## src/rtl/fifo_pack_pkg.sv

```systemverilog
// Shared definitions for the byte-lane packer: pointer sizing, mask constants,
// parameter legality and the flush-pending state encoding.
package fifo_pack_pkg;

  localparam int unsigned MAX_LANES = 64;

  typedef enum logic {
    FL_IDLE,
    FL_PEND
  } flush_state_e;

  function automatic int unsigned lane_ptr_w(input int unsigned lanes);
    return (lanes > 1) ? $clog2(lanes) : 1;
  endfunction

  function automatic logic [MAX_LANES-1:0] lane_mask_ones(input int unsigned lanes);
    logic [MAX_LANES-1:0] m;
    m = '0;
    for (int unsigned i = 0; i < MAX_LANES; i++) begin
      if (i < lanes) m[i] = 1'b1;
    end
    return m;
  endfunction

  function automatic bit params_ok(input int unsigned lanes, input int unsigned data_w);
    return (lanes >= 2) && (lanes <= MAX_LANES) && (data_w >= 1);
  endfunction

endpackage

```

## src/rtl/fifo_pack_if.sv

```systemverilog
// Ingress byte handshake plus FIFO write port of the packer.
interface fifo_pack_if #(
  parameter int unsigned DATA_W = 8,
  parameter int unsigned LANES  = 4
) ();

  logic [DATA_W-1:0]       data_in;
  logic                    load_data;
  logic                    flush;
  logic                    in_ready;
  logic                    fifo_full;
  logic [DATA_W*LANES-1:0] fifo_wdata;
  logic [LANES-1:0]        fifo_wmask;
  logic                    write_en;

  modport master (
    input  data_in, load_data, flush, fifo_full,
    output in_ready, fifo_wdata, fifo_wmask, write_en
  );

  modport slave (
    output data_in, load_data, flush, fifo_full,
    input  in_ready, fifo_wdata, fifo_wmask, write_en
  );

endinterface

```

## src/rtl/fifo_pack_outreg.sv

```systemverilog
// Output holding register toward the FIFO: write strobe, free flag and the
// modulo written-word counter.
module fifo_pack_outreg #(
  parameter int unsigned WORD_W = 32,
  parameter int unsigned LANES  = 4,
  parameter int unsigned CNT_W  = 8
) (
  input  logic              clk,
  input  logic              rst_n,
  input  logic              fifo_full,
  input  logic              load,
  input  logic [WORD_W-1:0] load_data,
  input  logic [LANES-1:0]  load_mask,
  output logic [WORD_W-1:0] out_data,
  output logic [LANES-1:0]  out_mask,
  output logic              write_en,
  output logic              out_free,
  output logic [CNT_W-1:0]  word_count
);

  logic out_valid;

  assign write_en = out_valid & ~fifo_full;
  assign out_free = ~out_valid | ~fifo_full;

  // A reload in the drain cycle keeps out_valid high with the new word.
  always_ff @(posedge clk or negedge rst_n) begin
    if (!rst_n) begin
      out_data  <= '0;
      out_mask  <= '0;
      out_valid <= 1'b0;
    end else if (load) begin
      out_data  <= load_data;
      out_mask  <= load_mask;
      out_valid <= 1'b1;
    end else if (write_en) begin
      out_valid <= 1'b0;
    end
  end

  always_ff @(posedge clk or negedge rst_n) begin
    if (!rst_n) begin
      word_count <= '0;
    end else if (write_en) begin
      word_count <= word_count + CNT_W'(1);
    end
  end

endmodule

```

## src/rtl/fifo_pack_ctrl.sv

```systemverilog
// Byte-lane packer: assembles LANES input lanes into a word, handles partial
// flush and overflow reporting, and hands words to the output register.
module fifo_pack_ctrl
  import fifo_pack_pkg::*;
#(
  parameter int unsigned DATA_W = 8,
  parameter int unsigned LANES  = 4,
  parameter int unsigned CNT_W  = 8
) (
  input  logic             clk,
  input  logic             rst_n,
  fifo_pack_if.master      bus,
  input  logic             err_clr,
  output logic [CNT_W-1:0] word_count,
  output logic             overflow_err
);

  localparam int unsigned        PTR_W     = lane_ptr_w(LANES);
  localparam logic [PTR_W-1:0]   LAST_LANE = PTR_W'(LANES - 1);
  localparam logic [LANES-1:0]   MASK_ONES = LANES'(lane_mask_ones(LANES));

  if (!params_ok(LANES, DATA_W)) begin : g_param_check
    $error("fifo_pack_ctrl: LANES must be 2..64 and DATA_W at least 1");
  end

  logic [PTR_W-1:0]                   lane_ptr;
  logic [LANES-1:0][DATA_W-1:0]       asm_data;
  logic [LANES-1:0]                   asm_mask;
  logic [LANES-1:0][DATA_W-1:0]       word_nxt;
  logic [LANES-1:0]                   mask_nxt;
  logic [LANES-1:0]                   xfer_mask;
  flush_state_e                       fl_state;
  flush_state_e                       fl_state_nxt;
  logic                               out_free;
  logic                               lane_is_last;
  logic                               accept;
  logic                               last_acc;
  logic                               flush_req;
  logic                               flush_go;
  logic                               xfer;
  logic                               drop;

  assign lane_is_last = (lane_ptr == LAST_LANE);
  assign bus.in_ready = (fl_state == FL_IDLE) & (~lane_is_last | out_free);
  assign accept       = bus.load_data & bus.in_ready;
  assign drop         = bus.load_data & ~bus.in_ready;
  assign last_acc     = accept & lane_is_last;
  assign flush_req    = bus.flush | (fl_state == FL_PEND);

  // A flush that coincides with the last-lane byte is just a full-word
  // transfer; an empty assembly with no incoming byte makes flush a no-op.
  assign flush_go  = flush_req & ~last_acc & ((lane_ptr != '0) | accept);
  assign xfer      = last_acc | (flush_go & out_free);
  assign xfer_mask = last_acc ? MASK_ONES : mask_nxt;

  always_comb begin
    word_nxt = asm_data;
    mask_nxt = asm_mask;
    if (accept) begin
      word_nxt[lane_ptr] = bus.data_in;
      mask_nxt[lane_ptr] = 1'b1;
    end
  end

  always_comb begin
    fl_state_nxt = fl_state;
    if (flush_go & ~out_free) begin
      fl_state_nxt = FL_PEND;
    end else if (flush_req | xfer) begin
      fl_state_nxt = FL_IDLE;
    end
  end

  always_ff @(posedge clk or negedge rst_n) begin
    if (!rst_n) begin
      fl_state <= FL_IDLE;
    end else begin
      fl_state <= fl_state_nxt;
    end
  end

  always_ff @(posedge clk or negedge rst_n) begin
    if (!rst_n) begin
      lane_ptr <= '0;
      asm_data <= '0;
      asm_mask <= '0;
    end else if (xfer) begin
      lane_ptr <= '0;
      asm_data <= '0;
      asm_mask <= '0;
    end else if (accept) begin
      lane_ptr <= lane_ptr + PTR_W'(1);
      asm_data <= word_nxt;
      asm_mask <= mask_nxt;
    end
  end

  always_ff @(posedge clk or negedge rst_n) begin
    if (!rst_n) begin
      overflow_err <= 1'b0;
    end else if (drop) begin
      overflow_err <= 1'b1;
    end else if (err_clr) begin
      overflow_err <= 1'b0;
    end
  end

  fifo_pack_outreg #(
    .WORD_W (DATA_W * LANES),
    .LANES  (LANES),
    .CNT_W  (CNT_W)
  ) u_outreg (
    .clk        (clk),
    .rst_n      (rst_n),
    .fifo_full  (bus.fifo_full),
    .load       (xfer),
    .load_data  (word_nxt),
    .load_mask  (xfer_mask),
    .out_data   (bus.fifo_wdata),
    .out_mask   (bus.fifo_wmask),
    .write_en   (bus.write_en),
    .out_free   (out_free),
    .word_count (word_count)
  );

endmodule

```

## src/flat_wrapper.sv

```systemverilog
// flat-port wrapper written by rule: the top's interface ports become plain ports
module fifo_pack_ctrl_flat import fifo_pack_pkg::*;
#(
  parameter int unsigned DATA_W = 8,
  parameter int unsigned LANES  = 4,
  parameter int unsigned CNT_W  = 8
)
  (clk, rst_n, err_clr, word_count, overflow_err, bus_data_in, bus_load_data, bus_flush, bus_fifo_full, bus_in_ready, bus_fifo_wdata, bus_fifo_wmask, bus_write_en);
  fifo_pack_if #(.DATA_W(DATA_W), .LANES(LANES)) bus_i ();
  input  logic clk;
  input  logic rst_n;
  input  logic err_clr;
  output logic [CNT_W-1:0] word_count;
  output logic overflow_err;
  input wire logic [$bits(bus_i.data_in)-1:0] bus_data_in;
  input wire logic [$bits(bus_i.load_data)-1:0] bus_load_data;
  input wire logic [$bits(bus_i.flush)-1:0] bus_flush;
  input wire logic [$bits(bus_i.fifo_full)-1:0] bus_fifo_full;
  output wire logic [$bits(bus_i.in_ready)-1:0] bus_in_ready;
  output wire logic [$bits(bus_i.fifo_wdata)-1:0] bus_fifo_wdata;
  output wire logic [$bits(bus_i.fifo_wmask)-1:0] bus_fifo_wmask;
  output wire logic [$bits(bus_i.write_en)-1:0] bus_write_en;
  assign bus_i.data_in = bus_data_in;
  assign bus_i.load_data = bus_load_data;
  assign bus_i.flush = bus_flush;
  assign bus_i.fifo_full = bus_fifo_full;
  assign bus_in_ready = bus_i.in_ready;
  assign bus_fifo_wdata = bus_i.fifo_wdata;
  assign bus_fifo_wmask = bus_i.fifo_wmask;
  assign bus_write_en = bus_i.write_en;
  fifo_pack_ctrl #(.DATA_W(DATA_W), .LANES(LANES), .CNT_W(CNT_W)) u_core (.clk(clk), .rst_n(rst_n), .bus(bus_i), .err_clr(err_clr), .word_count(word_count), .overflow_err(overflow_err));
endmodule
```

## config.mk

```make
export PLATFORM = sky130hd
export DESIGN_NAME = fifo_pack_ctrl_flat
export DESIGN_NICKNAME = d
export VERILOG_FILES = /design/src/rtl/fifo_pack_pkg.sv /design/src/rtl/fifo_pack_if.sv /design/src/rtl/fifo_pack_outreg.sv /design/src/rtl/fifo_pack_ctrl.sv /design/src/flat_wrapper.sv
export SDC_FILE = /design/constraint.sdc
export NUM_CORES = 1
export LEC_CHECK = 0
export ABC_AREA = 1
export ABC_CLOCK_PERIOD_IN_PS = 1900
export CORE_ASPECT_RATIO = 1.2
export CORE_MARGIN = 8
export CORE_UTILIZATION = 35
export CTS_CLUSTER_DIAMETER = 60
export DETAILED_ROUTE_END_ITERATION = 8
export MAX_ROUTING_LAYER = met4
export PLACE_DENSITY_LB_ADDON = 0.15
export SLEW_MARGIN = 20
export SYNTH_ARGS = -nofsm -noshare
export SYNTH_HDL_FRONTEND = slang
export SYNTH_SLANG_ARGS = --single-unit
```

## constraint.sdc

```tcl
create_clock -name clk -period 1.9 [get_ports clk]
set_input_delay 0.285 -clock clk [delete_from_list [all_inputs] [get_ports clk]]
set_output_delay 0.285 -clock clk [all_outputs]
set_load 0.02 [all_outputs]
```

==> summary.md, run 1 <==
| Metric | Value |
|---|---|
| Worst min-delay path category | `in -> async` |
| Category of the worst setup path launch point | `primary input` |
| Number of detailed-route iterations in the first pass | `4` |
| Post-synthesis sequential element count | `85` |
| Synth Warn # | `0` |
| Count of distinct cell types in the synthesized netlist | `24` |
| Clock buffer depth | `2` |
| Detailed router's first-iteration violation count | `around 160` |
| Setup TNS after final layout | `0 ps` |
| Worst Reg2Reg Path Length in Cells | `10` |
| Vias after detailed routing | `slightly below 3000` |
| Overflow after GRT | `0` |
| Critical Path Slowest Stage Cell | `clkdlybuf4s50_1` |
| Total Power | `approximately 7.5 mW` |
| Synthesized netlist cell count | `414` |
| Largest stage delay, worst path | `~630 ps` |
| Final weighted congestion in routability-driven placement | `about 0.79` |
| Clock root buffer | `clkbuf_16` |
| Worst flop-to-flop path startpoint | `u_core.lane_ptr[1]` |
| Clock tree sinks | `85` |
| Port buffer count | `60` |
| Max cap viols | `0` |
| Relative slew slack | `between 70% and 80%` |
| Wire length of the first global-routing pass | `roughly 15000 um` |
| Nets | `around 500` |
| CTS tree | `yes` |
| Post-route worst setup slack | `between 80 and 90 ps` |
| Capture point of the worst reg-to-reg path | `u_core.u_outreg.out_data[12]` |
| # DRC | `0` |
| Critical Path Fanout Max | `3` |
| Area leader, netlist | `dfrtp_1` |
| Core Area | `a little over 0.01 mm^2` |
| Portion of synthesized cell area occupied by the leading cell type | `58.7%` |
| Effective utilization at floorplan | `a little over a third` |
| Pre-CTS worst setup slack | `~3.5 ps` |
| Top cells by area, synth | `dfrtp_1 (59%), nand2_1 (16%), nand3_1 (6.2%), a21oi_1 (4.0%), inv_1 (2.8%)` |
| Critical path endpoint category | `output pin` |
| Leak Pwr | `roughly 2.5 nW` |
| Post-route ant nets | `0` |
| Clk_lat worst skew | `around 340 ps` |
| Number of max-slew violations in the final report | `0` |
| Classification of the worst setup path | `in -> out` |
| Hold Fails Final Rpt | `0` |
| Most common cell on crit path | `clkdlybuf4s50_1` |
| Share of post-route cells with drive strength above 1 | `8.78%` |
| Post-route clock skew | `8.61 ps` |
| Worst VDD drop | `between 0.0007 and 0.0008 V` |
| Post-synthesis sequential area ratio | `between 50% and 60%` |
| FP Rows | `40` |
| Synth-to-Final Area Change | `32.3%` |
| Number of antenna violations at the first check in global routing | `0` |
| Mean instance size in the synthesized netlist | `8.76 um^2` |
| Dpl cell area | `0.00448 mm^2` |
| Global-route usage over all layers | `around 14%` |
| Average wire length per cell after detail routing | `14.7 um` |
| Family with the most delay on the worst path | `buffers and inverters` |
| H-tree levels | `3` |
| Dpl hpwl | `6210 um` |
| Total power density per cell area | `about 1600 mW/mm^2` |
| Post-layout min period | `between 1500 and 2000 ps` |
| CTS clock-pin slew for the worst setup and hold paths | `~60 ps` |
| Die height | `~130 um` |
| Crit path required time | `1620 ps` |
| Vias in the first global route | `2984` |
| Number of placed I/O pins | `61` |
| Buffers plus inverters on the worst setup path | `2` |
| FF-to-FF setup slack | `190 ps` |
| Worst hold margin | `378 ps` |
| Cell area after technology mapping | `0.00362 mm^2` |
| Arrival time worst endpoint | `roughly 1500 ps` |
| Vias per cell | `approximately 4.8` |
| Count of inserted antenna diode cells | `0` |
| Number of nets in the synthesized netlist | `433` |
| Horiz. Die Dim | `around 110 um` |
| Final wirelength | `about 9000 um` |
| Maximum clock frequency | `around 550 MHz` |
| Maximum number of pins on one net before global-route repair | `slightly above 40` |
| Post-route fraction of the period consumed by the critical path | `around 95%` |
| Finish-stage setup viols | `0` |
| Area enclosed by the die boundary | `roughly 0.014 mm^2` |
| Total CTS buffers | `9` |
| Least-Margin Pin Slew | `~350 ps` |
| Ordered cell list for the critical path | `clkdlybuf4s50_1, nor2_1, clkdlybuf4s50_1` |
| Final Cell Area | `approximately 0.0048 mm^2` |
| Outcome | `finished clean` |
-- Yosys cell counts, drive strengths merged --
cell type	n
nand3	47
nor2b	4
inv	27
and3	2
buf	17
clkbuf	3
o21ai	7
xor2	4
nand2	156
a21oi	29
ha	5
dfrtp	85
nand4	5
nor3	1
clkinv	1
or2	1
xnor2	3
nor2	17
-- placed cells by master (no fill, tap or decap), types with 3 or more instances in the layout --
master / synthesis / layout
inv_1: 27 / 27
nand3_1: 45 / 45
nor2_1: 17 / 17
buf_4: 2 / 15
a21oi_1: 29 / 29
buf_12: 0 / 6
nand2_1: 155 / 154
o21ai_0: 7 / 7
xor2_1: 4 / 4
xnor2_1: 3 / 3
clkdlybuf4s50_1: 0 / 58
ha_1: 5 / 4
clkbuf_16: 0 / 9
dfrtp_1: 85 / 85
nand4_1: 4 / 4
nor2b_1: 4 / 4
-- flip-flops by register name, summed over array words and instances (netlist names) --
name                        cells
u_core.lane_ptr                 2
u_core.u_outreg.out_valid       1
u_core.u_outreg.out_mask        4
u_core.asm_mask                 4
u_core.u_outreg.out_data       32
u_core.asm_data                32
u_core.u_outreg.word_count      8
u_core.overflow_err             1
u_core.fl_state                 1
-- cell families (layout without fill, tap and decap cells) --
group / count (synthesis) / count (layout) / share of synthesized area (%)
adders and majority gates: 5 / 5 / 1.73
DFF: 85 / 85 / 58.7
xor gates and xnor gates: 7 / 7 / 1.69
and+or+nand+nor: 233 / 233 / 27.1
AOI/OAI and AO/OA: 36 / 36 / 4.97
buffers and inverters: 48 / 124 / 5.80
-- metrics by stage --
step                instances  util (%)
finish                    616      47.7
global route              616      47.7
CTS                       612      47.3
detailed placement        597      44.5
global placement          597      44.5
floorplan                 414         -
-- metal layers --
layer  up-vias  part of all wire, %  GRT usage (%)
met4         0                  1.8           6.78
met5         -                    0              -
met1      1416                   46           17.9
met2        70                   48           22.0
met3        13                  4.3           2.46
li1       1453                    -              -
-- cell type report --
type | count | area [um^2]
fillers | 968 | 5260
flip-flops and latches | 85 | 2130
multi-input cells | 281 | 1290
repair buffers | 82 | 843
clock buffers | 12 | 256
well taps | 126 | 158
inverters | 28 | 109
clock inverters | 2 | 10.0
-- power breakdown --
part,switching [mW],internal [mW],leakage (nW),total (mW)
Combinational,1.77,1.35,1.21,3.12
Clock,0.667,0.938,0.134,1.60
Sequential,0.322,2.43,1.14,2.75
Total,2.76,4.72,2.48,7.48
-- timing repair --
item	CTS	global route
resized for setup	1	4
setup endpoints to repair	1	33
hold endpoints to repair	20	0
hold buffers	1	0
setup buffers	0	4
-- worst max path at each step --
stage / to / from / depth (start not counted) / slack [ps]
3_3_place_gp: u_core.u_outreg.out_data[21] / bus_fifo_full / 10 / 30
3_5_place_dp: u_core.asm_data[23] / bus_fifo_full / 9 / 4
2_1_floorplan: u_core.asm_data[11] / u_core.lane_ptr[0] / 9 / 290
4_1_cts: bus_in_ready / u_core.lane_ptr[0] / 5 / 10
6_report: bus_write_en / bus_fifo_full / 3 / 90
5_1_grt: bus_in_ready / u_core.lane_ptr[1] / 5 / -10
No activity file was read; power rests on OpenSTA's default activity.
==> run 2: changes to the inputs <==
ABC_CLOCK_PERIOD_IN_PS = 1550   (was 1900)
SYNTH_HIERARCHICAL = 1   (was not set)
clock period = 1.55 ns   (was 1.9 ns; I/O delays follow)
==> run 2 against run 1 <==
Effect of this change:
- non-clock buffer count is 9 higher
- final cell count grew 10%
- core utilization rose by 3.2 points
- critical path depth rose by 8
- flip-flop and latch count unchanged
- first-iteration DRC count down 29%
- wire length grew 4.5%
- largest cell class unchanged
- sequential power up 27%
- the run now ends with negative setup slack left
==> summary.md, run 2 <==
| Metric | Value |
|---|---|
| Outcome | `complete, but fails checks` |
| Failing checks | `negative setup slack` |
| Switching power | `4.37 mW (+58%)` |
| Core Area | `0.0109 mm^2 (+8.1%)` |
| Classification of the worst setup path | `reg -> reg` |
| RSZ-0062 raised after global routing | `true` |
| Synthesized netlist cell count | `454 (+9.7%)` |
| Synth Warn # | `6 (+6)` |
| Clock root buffer | `clkbuf_16` |
| Clk_lat worst skew | `330 ps (about the same)` |
| Count of inserted antenna diode cells | `0 (unchanged)` |
| Total Power | `11.2 mW (+50%)` |
| Destination of the critical timing path | `u_core/u_outreg/out_data[17]` |
| Post-route fraction of the period consumed by the critical path | `102%` |
| Post-synthesis sequential area ratio | `55.2% (-3.5 points)` |
| Finish-stage setup viols | `47 (+47)` |
| Worst Reg2Reg Path Length in Cells | `11 (+1)` |
| Number of max-slew violations in the final report | `0 (unchanged)` |
| Dpl hpwl | `5680 um (-8.6%)` |
| Asr flop ratio synth | `100% (unchanged)` |
| Leak Pwr | `3.36 nW (+35%)` |
| Clock power share | `19.1% (-2.4 points)` |
| Crit path launch | `u_core/lane_ptr[0]` |
| Relative slew slack | `67.1% (-9.6 points)` |
| Capture point of the worst reg-to-reg path | `u_core/u_outreg/out_data[17]` |
| Synth-to-Final Area Change | `43.8%` |
| Hold Fails Final Rpt | `0 (unchanged)` |
| Count of distinct cell types in the synthesized netlist | `27 (+13%)` |
| Global-route usage over all layers | `13.4% (-0.88 points)` |
| Worst VDD drop | `0.000784 V (+1.2%)` |
| Portion of synthesized cell area occupied by the leading cell type | `55.2% (-3.5 points)` |
| Worst flop-to-flop path startpoint | `u_core/lane_ptr[0]` |
| Number of nets in the synthesized netlist | `473 (+9.2%)` |
| Area leader, netlist | `dfrtp_1` |
| Total CTS buffers | `9 (unchanged)` |
| Final wirelength | `9470 um (+4.5%)` |
| H-tree levels | `3 (unchanged)` |
| Maximum number of pins on one net before global-route repair | `86 (+110%)` |
| Horiz. Die Dim | `112 um (+2.6%)` |
| Post-route worst setup slack | `-33.0 ps (-122 ps)` |
| Area enclosed by the die boundary | `0.0146 mm^2 (+5.4%)` |
| Share of the core filled with cells | `50.9% (+3.2 points)` |
| Most frequent cells in the layout | `nand2_1 (155), dfrtp_1 (85), inv_1 (76)` |
| Switching share of power | `39.0% (+2.1 points)` |
| Critical Path Fanout Max | `8 (+5)` |
| Post-synthesis sequential element count | `85 (unchanged)` |
| Clock buffer depth | `2 (unchanged)` |
| Cell types with the highest counts after synthesis | `nand2_1 (165), dfrtp_1 (85), inv_1 (80)` |
| Number of antenna violations at the first check in global routing | `0 (unchanged)` |
| Port buffer count | `60 (unchanged)` |
| Overflow after GRT | `0 (unchanged)` |
| Setup TNS after final layout | `-711 ps (-711 ps)` |
| Number of detailed-route iterations in the first pass | `4 (unchanged)` |
| Power Internal | `6.84 mW (+45%)` |
| Sequential power share | `31.0% (-5.8 points)` |
| Category of the worst setup path launch point | `register` |
| Mean instance size in the synthesized netlist | `8.48 um^2 (-3.1%)` |
| Vias after detailed routing | `3047 (+3.2%)` |
| Cell area after technology mapping | `0.00385 mm^2 (+6.2%)` |
| Share of post-route cells with drive strength above 1 | `19.7% (+11 points)` |
| Least-Margin Pin Slew | `492 ps (+143 ps)` |
| Pre-CTS worst setup slack | `-391 ps (-395 ps)` |
| Top cells by area, synth | `dfrtp_1 (55%), nand2_1 (16%), inv_1 (7.8%), o21ai_2 (3.9%), nor2_1 (3.3%)` |
| # DRC | `0 (unchanged)` |
| Max cap viols | `0 (unchanged)` |
| Number of flops mapped to enable cells by yosys | `0 (unchanged)` |
| Post-layout min period | `about 1600 ps` |
| Number of placed I/O pins | `61 (unchanged)` |
| Vias in the first global route | `3117 (+4.5%)` |
| Detailed router's first-iteration violation count | `113 (-29%)` |
| Post-route ant nets | `0 (unchanged)` |
| Crit path required time | `1820 ps (+200 ps)` |
| CTS tree | `yes` |
| Average wire length per cell after detail routing | `13.9 um (-5.3%)` |
| Effective utilization at floorplan | `35.4% (-0.63 points)` |
| Total power density per cell area | `2020 mW/mm^2 (+30%)` |
| Most repeated cell in the gate-level netlist after synthesis | `nand2_1` |
| Nets | `563 (+11%)` |
| Vias per cell | `4.48 (-6.5%)` |
| Leading cell type in the layout, fill and taps excluded | `nand2_1` |
| Ys flop type | `dfrtp_1` |
| Worst min-delay path category | `reg -> reg` |
| CTS clock-pin slew for the worst setup and hold paths | `60 ps (about the same)` |
| FP Rows | `42 (+5.0%)` |
| Maximum clock frequency | `between 600 and 700 MHz` |
| FF-to-FF setup slack | `-30 ps (-220 ps)` |
| Final weighted congestion in routability-driven placement | `0.752 (-4.5%)` |
| Die height | `131 um (+2.7%)` |
| Critical path endpoint category | `register` |
| Arrival time worst endpoint | `1860 ps (+330 ps)` |
| Post-route clock skew | `3.48 ps (-5.12 ps)` |
| Clock tree sinks | `85 (unchanged)` |
| Wire length of the first global-routing pass | `15000 um (-0.23%)` |
| Registers with the most flip-flops | `u_core/asm_data (32), u_core/u_outreg/out_data (32), u_core/u_outreg/word_count (8)` |
| Comb power frac | `49.9% (+8.2 points)` |
run 2: cell type report:
class                   instances  area [um^2]
clock buffers                  14          264
clock inverters                 1         30.0
fillers                      1019         5340
inverters                      84          342
multi-input cells             273         1570
flip-flops and latches         85         2130
well taps                     132          165
repair buffers                 91         1040
run 2: worst max-delay path, stage by stage (launching register included):
cell	delay [ps]
dfrtp_1	410
ha_4	200
nand2_4	70
nand3_4	120
inv_8	130
buf_12	140
nand2_8	80
nand2_1	120
o21ai_4	70
inv_1	70
nand2_1	50
nand2_1	60
run 2: power groups by stage:
stage	clock network (mW)	registers (mW)	logic [mW]
floorplan	0	4.02	2.49
global placement	0	3.51	4.62
detailed placement	0	3.53	4.68
CTS	2.23	3.50	5.09
global route	2.28	3.58	6.18
finish	2.14	3.48	5.59
run 2: metrics by stage:
stage	area, um^2	hold slack (ps)	cells
CTS	5250	466	675
global placement	4750	318	652
detailed placement	4750	317	652
finish	5540	461	680
floorplan	3890	-63.1	454
global route	5540	488	680
run 2: kinds of logic after synthesis:
logic type | Yosys count | synth area share, %
buffers and inverters | 99 | 11.7
AOI/OAI and AO/OA | 36 | 6.33
and+or+nand+nor | 225 | 24.2
adders and majority gates | 5 | 1.62
DFF | 85 | 55.2
xor gates and xnor gates | 4 | 0.910
run 2: worst min path at each step:
| stage | cells after the start | slack (ps) | endpoint | startpoint |
|---|---|---|---|---|
| after CTS | 2 | 470 | u_core/overflow_err | err_clr |
| after global placement | 2 | 320 | u_core/u_outreg/out_data[10] | rst_n |
| after global routing | 2 | 490 | u_core/u_outreg/out_mask[3] | u_core/u_outreg/out_mask[3] |
| final | 2 | 460 | u_core/u_outreg/out_data[13] | u_core/u_outreg/out_data[13] |
| after floorplan | 0 | -60 | u_core/asm_data[0] | rst_n |
| after detailed placement | 2 | 320 | u_core/overflow_err | rst_n |
run 2: what timing repair did:
item,in CTS,in global routing
resized for setup,44,57
setup endpoints to repair,95,97
gates cloned,3,4
pin swaps,3,9
buffers inserted,4,1
endpoints found under the hold margin,85,0
hold buffers,1,0
run 2: per-layer routing:
metal	vias to the layer above	wire (um)	track usage (%)	share of wire, %
met5	-	0	-	0
met3	11	412	3.59	4.4
li1	1528	-	-	-
met2	53	4570	21.8	48
met1	1455	4310	15.4	46
met4	0	168	6.04	1.8
==> run 3: changes to the inputs <==
==> constraint.sdc (replaced) <==
create_clock -name clk -period 1.55 [get_ports clk]
set_input_delay 0.31 -clock clk [delete_from_list [all_inputs] [get_ports clk]]
set_output_delay 0.31 -clock clk [all_outputs]
set_load 0.02 [all_outputs]
==> run 3 against run 2 <==
Effect of this change:
- the flow finishes with violations (negative hold slack, negative setup slack)
- flip-flop and latch count unchanged
- via count increased by 1.7%
- global-route usage down 0.098 points
- non-clock buffer count grew 13
- die area stayed put
- combinational power is 6.1% lower
- clock skew rose by 1.0 ps
- core utilization decreased by 0.77 points
- first-iteration DRC count unchanged
- largest cell class unchanged
==> summary.md, run 3 (same netlist as run 2, synthesis figures left out) <==
| Metric | Value |
|---|---|
| Post-route clock skew | `4.48 ps (+0.996 ps)` |
| Final wirelength | `9040 um (-4.5%)` |
| Clock root buffer | `clkbuf_16` |
| Post-layout min period | `1580 ps (-7.02 ps)` |
| Die height | `131 um (unchanged)` |
| Hold Fails Final Rpt | `6 (+6)` |
| CTS clock-pin slew for the worst setup and hold paths | `60 ps (about the same)` |
| Routed length on met3 | `417 um (+1.2%)` |
| Least-Margin Pin Slew | `480 ps (-12.2 ps)` |
| Horiz. Die Dim | `112 um (unchanged)` |
| Global-route usage over all layers | `13.3% (-0.098 points)` |
| Count of inserted antenna diode cells | `0 (unchanged)` |
| Total power density per cell area | `2000 mW/mm^2 (-1.1%)` |
| # DRC | `0 (unchanged)` |
| Arrival time worst endpoint | `1790 ps (-70 ps)` |
| Area enclosed by the die boundary | `0.0146 mm^2 (unchanged)` |
| Total CTS buffers | `9 (unchanged)` |
| Vias per cell | `4.48 (about the same)` |
| Wire length on met1 | `4210 um (-2.4%)` |
| Post-route worst setup slack | `-25.9 ps (+7.02 ps)` |
| Crit path required time | `1760 ps (-60 ps)` |
| Core Area | `0.0109 mm^2 (unchanged)` |
| DR top layer | `met4` |
| Most frequent cells in the layout | `nand2_1 (152), dfrtp_1 (85), inv_1 (76)` |
| Clk_lat worst skew | `330 ps (about the same)` |
| Overflow after GRT | `0 (unchanged)` |
| Nets | `575 (+2.1%)` |
| Classification of the worst setup path | `reg -> reg` |
| Final Cell Area | `0.00545 mm^2 (-1.5%)` |
| Clock buffer depth | `2 (unchanged)` |
| Maximum clock frequency | `635 MHz (+0.45%)` |
| Clock tree sinks | `85 (unchanged)` |
| CTS tree | `yes` |
| Leading cell type in the layout, fill and taps excluded | `nand2_1` |
| Synth-to-Final Area Change | `41.6%` |
| Post-route ant nets | `0 (unchanged)` |
| Share of post-route cells with drive strength above 1 | `22.5% (+2.8 points)` |
| Failing checks | `negative hold slack, negative setup slack` |
| RSZ-0062 raised after global routing | `true` |
| Post-route fraction of the period consumed by the critical path | `102% (-0.45 points)` |
| Relative slew slack | `68.0% (+0.92 points)` |
| Outcome | `complete, but fails checks` |
| Critical Path Fanout Max | `6 (-2)` |
| Number of hold-repair buffers added at the cts stage | `0 (-1)` |
| Critical path endpoint category | `register` |
| Number of max-slew violations in the final report | `0 (unchanged)` |
| Dpl hpwl | `5630 um (-0.83%)` |
| Finish-stage setup viols | `35 (-26%)` |
| Vias after detailed routing | `3099 (+1.7%)` |
| Total Power | `10.9 mW (-2.6%)` |
| Max cap viols | `0 (unchanged)` |
| Critical Path Slowest Stage Cell | `dfrtp_1` |
| Number of placed I/O pins | `61 (unchanged)` |
| Category of the worst setup path launch point | `register` |
| Largest stage delay, worst path | `410 ps (about the same)` |
| Wire length of the first global-routing pass | `14800 um (-1.3%)` |
| Port buffer count | `60 (unchanged)` |
| FP Rows | `42 (unchanged)` |
| Vias in the first global route | `2981 (-4.4%)` |
| Worst min-delay path category | `in -> async` |
| Registers with the most flip-flops | `u_core/asm_data (32), u_core/u_outreg/out_data (32), u_core/u_outreg/word_count (8)` |
| Setup TNS after final layout | `-351 ps (+360 ps)` |
| Number of antenna violations at the first check in global routing | `0 (unchanged)` |
| Post-Place Cells | `664 (+1.8%)` |
| Maximum number of pins on one net before global-route repair | `86 (unchanged)` |
| Detailed router's first-iteration violation count | `113 (unchanged)` |
| Dpl cell area | `0.00486 mm^2 (+2.4%)` |
| Worst hold margin | `-28.3 ps (-489 ps)` |
| Average wire length per cell after detail routing | `13.1 um (-6.0%)` |
| Final Non-Filler Cells | `691 (+1.6%)` |
| Number of detailed-route iterations in the first pass | `4 (unchanged)` |
| Effective utilization at floorplan | `35.4% (unchanged)` |
| Final weighted congestion in routability-driven placement | `0.755 (+0.39%)` |
| H-tree levels | `3 (unchanged)` |
| Routed length on met2 | `4230 um (-7.4%)` |
| Buffers plus inverters on the worst setup path | `4 (+1)` |
| Worst VDD drop | `0.000942 V (+20%)` |
| Leak Pwr | `3.19 nW (-5.1%)` |
| Family with the most delay on the worst path | `buffers and inverters` |
| Ordered cell list for the critical path | `ha_4, buf_6, nand4_4, nand2_2, inv_2, nand3_4, nand2_8, buf_12, clkbuf_16, nor2_1` |
-- run 3: cell types whose count changed in the layout (fill, tap and decap cells not counted), moves of 3 or more --
| cell | delta |
|---|---|
| dlygate4sd2_1 | +24 |
| nand2_2 | +6 |
| buf_4 | +16 |
| o21ai_4 | -6 |
| clkdlybuf4s50_1 | -5 |
| nand2_1 | -3 |
| dlymetal6s2s_1 | -19 |
| nand2_8 | -4 |
| o21ai_2 | +8 |
-- run 3: what timing repair did --
item,4_1_cts,5_1_grt
endpoints found under the setup margin,120,76
resized for setup,71,31
buffers inserted,5,3
pin swaps,2,9
gates cloned,3,2
-- run 3: path summary, 6_finish.rpt --
kind                                              start                           end  slack, ps  cells after the start
setup / recovery                     u_core/lane_ptr[1]           u_core/asm_data[24]        -30                     10
hold reg to reg            u_core/u_outreg/out_data[13]  u_core/u_outreg/out_data[13]        460                      2
setup reg to reg                     u_core/lane_ptr[1]           u_core/asm_data[24]        -30                     10
max in group asynchronous                         rst_n  u_core/u_outreg/out_data[11]       1180                      2
min in group clk                          bus_load_data           u_core/overflow_err        310                      3
hold / removal                                    rst_n           u_core/overflow_err        -30                      2
-- run 3: worst reg2reg max path, delay by kind of cell, from the launching register on --
| family | cells | cell delay [ps] |
|---|---|---|
| buffers and inverters | 4 | 490 |
| flip-flops | 1 | 410 |
| AND/OR/NAND/NOR | 5 | 370 |
| adder cells (fa/ha/maj) | 1 | 180 |
-- run 3: power breakdown --
part           internal (mW)  switching, mW
logic                   2.20           3.05
clock network           1.36          0.823
registers               3.08          0.398
-- run 3: layer usage --
metal	vias up	global-route usage [%]
li1	1554	-
met1	1461	16.4
met2	73	20.4
met3	11	3.40
met4	0	5.88
met5	-	-
-- run 3: cell type report --
class / instances / area [um^2]
repair buffers: 104 / 1040
flip-flops and latches: 85 / 2130
inverters: 84 / 337
clock inverters: 1 / 30.0
multi-input cells: 270 / 1450
fillers: 1045 / 5420
clock buffers: 13 / 270
repair inverters: 2 / 32.5
well taps: 132 / 165
-- run 3: metrics by stage --
stage          utilization (%)  hold slack (ps)  worst slack (ps)
5_1_grt                   50.1             59.4              -114
3_5_place_dp              44.7              389              -411
3_3_place_gp              44.7              391              -415
6_report                  50.1            -28.3             -25.9
2_1_floorplan                -             14.4              -206
4_1_cts                   48.4             26.8              -112
